**src/rtl/demux1_4_buf.sv**
```systemverilog
// Registered 1-to-4 demultiplexer with a one-entry valid/ready buffer per lane.
// The target lane comes from s, or from a round-robin pointer when auto_en is set.
module demux1_4_buf #(
  parameter int W     = 2,
  parameter int CNT_W = 8
) (
  input  logic             clk,
  input  logic             rst_n,
  input  logic [W-1:0]     i,
  input  logic             i_valid,
  output logic             i_ready,
  input  logic [1:0]       s,
  input  logic             auto_en,
  output logic [W-1:0]     o0,
  output logic [W-1:0]     o1,
  output logic [W-1:0]     o2,
  output logic [W-1:0]     o3,
  output logic [3:0]       o_valid,
  input  logic [3:0]       o_ready,
  output logic [1:0]       cur_sel,
  output logic [CNT_W-1:0] acc_cnt
);

  logic [W-1:0]     r_data [4];
  logic [3:0]       r_valid;
  logic [1:0]       r_rr;
  logic [CNT_W-1:0] r_cnt;

  logic [1:0] w_tgt;
  logic       w_ready;
  logic       w_acc;

  assign w_tgt   = auto_en ? r_rr : s;
  // A full target lane still accepts when its consumer drains on the same edge.
  assign w_ready = !r_valid[w_tgt] | o_ready[w_tgt];
  assign w_acc   = i_valid & w_ready;

  always_ff @(posedge clk or negedge rst_n) begin
    if (!rst_n) begin
      for (int k = 0; k < 4; k++) r_data[k] <= '0;
      r_valid <= 4'b0000;
      r_rr    <= 2'd0;
      r_cnt   <= '0;
    end else begin
      for (int k = 0; k < 4; k++) begin
        if (w_acc && (w_tgt == 2'(k))) begin
          r_data[k]  <= i;
          r_valid[k] <= 1'b1;
        end else if (r_valid[k] && o_ready[k]) begin
          r_valid[k] <= 1'b0;
        end
      end
      if (w_acc) begin
        r_cnt <= r_cnt + 1'b1;
        if (auto_en) r_rr <= r_rr + 2'd1;
      end
    end
  end

  assign i_ready = w_ready;
  assign cur_sel = w_tgt;
  assign o0      = r_data[0];
  assign o1      = r_data[1];
  assign o2      = r_data[2];
  assign o3      = r_data[3];
  assign o_valid = r_valid;
  assign acc_cnt = r_cnt;

endmodule

```
**config.mk**
```make
export PLATFORM = sky130hd
export DESIGN_NAME = demux1_4_buf
export DESIGN_NICKNAME = d
export VERILOG_FILES = /design/src/rtl/demux1_4_buf.sv
export SDC_FILE = /design/constraint.sdc
export NUM_CORES = 1
export LEC_CHECK = 0
export CAP_MARGIN = 20
export CELL_PAD_IN_SITES_DETAIL_PLACEMENT = 1
export CELL_PAD_IN_SITES_GLOBAL_PLACEMENT = 1
export CORE_ASPECT_RATIO = 1.2
export CORE_MARGIN = 2
export CORE_UTILIZATION = 33
export CTS_CLUSTER_DIAMETER = 50
export DETAILED_ROUTE_END_ITERATION = 16
export GPL_TIMING_DRIVEN = 1
export PLACE_DENSITY = 0.8
export SKIP_LAST_GASP = 1
export SYNTH_ARGS = -nofsm -noshare
export SYNTH_HDL_FRONTEND = slang
export SYNTH_SLANG_ARGS = --single-unit
```
**constraint.sdc**
```tcl
create_clock -name clk -period 2 [get_ports clk]
set_input_delay 0.3 -clock clk [delete_from_list [all_inputs] [get_ports clk]]
set_output_delay 0.3 -clock clk [all_outputs]
set_load 0.05 [all_outputs]
```
---- Word level (Yosys, flattened, before mapping) ----
Index checks and enable logic that the tools add are counted.
storage, ports and cells
  output and inout port bits .............. 23
  flip-flop bits (word level) ............. 22
  bits of input ports ..................... 12
operators by class
  equal/unequal tests ..................... 3
  order comparisons ....................... 1
  mux-type cells .......................... 13
  bitwise operators ....................... 2
  reduce and logical (&&, ||, !) cells .... 15
  $add $sub $neg .......................... 2
operators with widths
  operator             count
  $mux 1               10
  $add 8x1->8 const B  1
  $logic_and 1x1->1    8
  $reduce_bool 2->1    4
  $bmux 1 s2           2
  $eq 2x2->1 const B   2
  $lt 2x3->1 const B   1
  $add 2x1->2 const B  1
  $eq 2x1->1 const B   1
  $logic_not 2->1      1
  $mux 2               1
  $reduce_and 2->1     1
  $and 1x1->1          1
  $logic_not 1->1      1
  $or 1x1->1           1

---- Logic depth before layout (Yosys ltp) ----
  depth after elaboration ................. 8
  gate-level depth with buffers ........... 6
  gate-level depth less buffers ........... 6

---- Least setup slack after synthesis ----
No wires, ideal clock.
  path kind ............................... reg2out
  start point ............................. reg r_rr[1]
  end point ............................... out i_ready
  path buffers ............................ 0
  data arrival time ....................... 1.865 ns
  slack ................................... -0.165 ns
  data required time ...................... 1.700 ns
  cell stages (with the launch flop) ...... 5
  cell sequence ........................... dfrtp_1 > mux2i_1 > inv_2 > mux2i_2 > mux2i_1
between the ends
  longest elaborated chain between the ends .. 5
ends and longest elaborated chain
  what                          line  text
  from (decl)                   26    logic [1:0] r_rr;
  from (signal assigned)        55    if (auto_en) r_rr <= r_rr + 2'd1;
  $mux 2 (*)                    33    assign w_tgt = auto_en ? r_rr : s;
  via cur_sel[1]                20    output logic [1:0] cur_sel,
  $bmux 1 s2                    35    assign w_ready = !r_valid[w_tgt] | o_ready[w_tgt];
  $mux 1 (not written as such)  35
  $logic_not 1->1               35
  $or 1x1->1 (*)                35
  to (decl)                     11    output logic i_ready,
The timed path passes the listed nets; every way through them passes the cells marked *. The select of a mux whose other input is x is not followed.

---- Worst setup path after layout ----
  start point ............................. reg r_rr[1]
  end point ............................... out i_ready
between the ends
  longest elaborated chain between the ends .. 5
ends and longest elaborated chain
  what                          line
  $mux 2 (*)                    33
  $bmux 1 s2                    35
  $mux 1 (not written as such)  35
  $logic_not 1->1               35
  $or 1x1->1 (*)                35
Every way passes the cells marked *; elsewhere a longest branch is shown, timed or not. The select of a mux whose other input is x is not followed.

==> impl_metrics.json <==
{
  "status": "completed",
  "core_area_um2": 2790,
  "synth_cell_types": 18,
  "max_slew_margin": 0.657,
  "wirelength_um": 2630,
  "wl_per_cell_um": 16.0,
  "fin_setup_tns_ps": 0,
  "grt_first_pass_wirelength_um": 4190,
  "diodes": 0,
  "vias_per_cell": 4.86,
  "grt_antenna_before_repair": 0,
  "gp_congestion": 0.784,
  "drive_gt1_frac": 0.315,
  "hold_viol_final": 0,
  "peakVddDrop_v": 0.000825,
  "avgSynthCellArea_um2": 12.8,
  "timing.rr.start": "r_rr[0]$_DFFE_PN0P_",
  "rows": 21,
  "maxCapViolations": 0,
  "ys_ff_latch": 22,
  "p_per_area_nw_per_um2": 1730,
  "finalSetupViolCount": 0,
  "yosys_warnings": 0,
  "cts_buffers": 3,
  "root_buffer": "clkbuf_4",
  "hpwl_um": 1900,
  "drtPass1Iterations": 4,
  "first_iter_violations": 10,
  "dieArea_um2": 3370,
  "regArea_um2": 551,
  "multi_input_area_um2": 445,
  "ant_nets": 0,
  "syn_nets": 88,
  "start_kind": "register",
  "hold_class": "in2async",
  "critical_path.max_fanout": 4,
  "critical_path_class": "reg2out",
  "die_x_um": 53.3,
  "cts_hold_buf": 0,
  "htreeDepth": 1,
  "syn_to_final_growth_pct": 61.5,
  "reg2reg_to": "acc_cnt[1]$_DFFE_PN0P_",
  "period_share": 0.986,
  "fin_util": 0.558,
  "cts.path.max_buffers": 2,
  "maxSlewViolCount": 0,
  "finClkSkew_ps": 2.70,
  "start_util": 0.345,
  "fin_crit_ps": 1970,
  "netlist_area_um2": 962,
  "endpoint_kind": "primary output",
  "worstSkewPairLatency_ps": 320,
  "cts_tree": "yes",
  "ios": 35,
  "tightest_slew_ps": 512,
  "rrSetupSlack_ps": 200,
  "crit_family": "multiplexers",
  "track_usage": 0.179,
  "port_buffers": 34,
  "grt_pass1_vias": 877,
  "dr_total_vias": 797,
  "grt-ovfl-total": 0,
  "drc": 0,
  "required_ps": 1700,
  "fillers": 302,
  "seq_area_frac_synth": 0.572,
  "cts_sinks": 22,
  "r2r_cells": 6,
  "p_leak_nw": 0.686,
  "slowest_stage": "dfrtp_1",
  "final_nets": 144,
  "crit_top_cell": "mux2i_4",
  "arrival_ps": 1670,
  "path_cells": "mux2i_2, inv_2, mux2i_4, mux2i_4, buf_12",
  "timing.fmax_ghz": 0.507,
  "path_buf_inv": 2,
  "grt_setup_unrepaired": "yes",
  "postSynthCellCount": 75,
  "clk_pin_slew_ps": 120,
  "slowest_delay_ps": 410,
  "die_h_um": 63.2,
  "grt_max_degree": 23
}
where the power goes:
part | switching, mW | internal [mW] | total, mW
Clock | 0.137 | 0.112 | 0.249
Sequential | 0.157 | 0.633 | 0.791
Combinational | 0.987 | 0.667 | 1.65
timing repair:
action / 4_1_cts / 5_1_grt
setup endpoints to repair: 3 / 2
resized for setup: 6 / 1
buffers inserted: 4 / 2
cell type report:
type	count	share of cell area
sequential	22	0.354
timing repair buffer	51	0.304
multi-input combinational	51	0.287
tap	34	0.0274
clock buffer	4	0.0233
inverter	2	0.00483
per-layer routing:
layer | vias to the layer above | global-route usage | wire length, um
met3 | 5 | 0.0213 | 83
met1 | 403 | 0.215 | 1060
met4 | 0 | 0.106 | 67
met5 | - | 0 | 0
li1 | 370 | - | -
met2 | 19 | 0.296 | 1410
cells by family after synthesis:
group                      count (synthesis)  synth area share
and+or+nand+nor                           26             0.143
DFF                                       22             0.572
muxes                                     14             0.161
xor gates and xnor gates                   9            0.0819
buffers and inverters                      2           0.00779
AOI/OAI and AO/OA                          1            0.0208
adders and majority gates                  1            0.0130
flip-flops by register name (all words and copies together) (netlist names):
name,flops
acc_cnt,8
o_valid,4
o0,2
o1,2
o2,2
o3,2
r_rr,2
worst reg2reg max path: cells and delay by family (launching register included):
kind                   cells  cell delay, ps
muxes                      2             480
buffers and inverters      2             380
and+or+nand+nor            1             140
AOI/OAI and AO/OA          1             260
DFF                        1             430
synthesized netlist by cell type:
master	number	area share
ha_1	1	0.013
inv_2	1	0.0039
xnor2_1	8	0.073
inv_1	1	0.0039
or2b_2	1	0.0091
nor2_1	1	0.0039
o22ai_4	1	0.021
xor2_1	1	0.0091
nand4_1	6	0.039
nand3_1	4	0.021
dfrtp_1	22	0.57
mux2i_2	1	0.014
and2_1	1	0.0065
nand2b_1	3	0.020
mux2_2	9	0.11
and3_1	2	0.013
mux2i_1	4	0.042
nand2_1	8	0.031
how the worst max path moves through the flow:
stage / from / end / slack, ps / depth (start not counted)
floorplan: o_valid[1]$_DFFE_PN0P_ / o3[0]$_DFFE_PN0P_ / 80 / 5
global placement: auto_en / o3[1]$_DFFE_PN0P_ / -210 / 7
detailed placement: auto_en / o3[1]$_DFFE_PN0P_ / -350 / 7
CTS: r_rr[1]$_DFFE_PN0P_ / i_ready / 10 / 5
global route: r_rr[1]$_DFFE_PN0P_ / i_ready / -50 / 5
finish: r_rr[1]$_DFFE_PN0P_ / i_ready / 30 / 5
cells in the final DEF, fill, tap and decap left out:
cell,n
mux2i_4,3
xor2_1,1
nand2_1,8
mux2_2,9
and3_1,2
clkbuf_8,1
nand2b_1,3
nand4_1,6
nand3_1,4
clkdlybuf4s50_1,30
clkbuf_4,3
and2_1,1
xnor2_1,8
mux2i_2,2
dlygate4sd2_1,1
ha_1,1
or2b_2,1
nor2_1,1
buf_4,19
o22ai_4,1
inv_1,1
inv_2,1
dfrtp_1,22
buf_12,1
metrics by stage:
step | cells | instance area, um^2 | hold WS [ps] | worst slack (ps) | total power, mW
after floorplan | 75 | 966 | 4.41 | 81.2 | 1.75
after global placement | 154 | 1440 | 465 | -209 | 2.31
after detailed placement | 154 | 1440 | 481 | -353 | 2.34
after CTS | 162 | 1540 | 325 | 13.0 | 2.68
after global routing | 164 | 1550 | 338 | -50.9 | 2.83
final | 164 | 1550 | 319 | 27.4 | 2.69
Note: power is estimated with default switching activity, not from simulation.
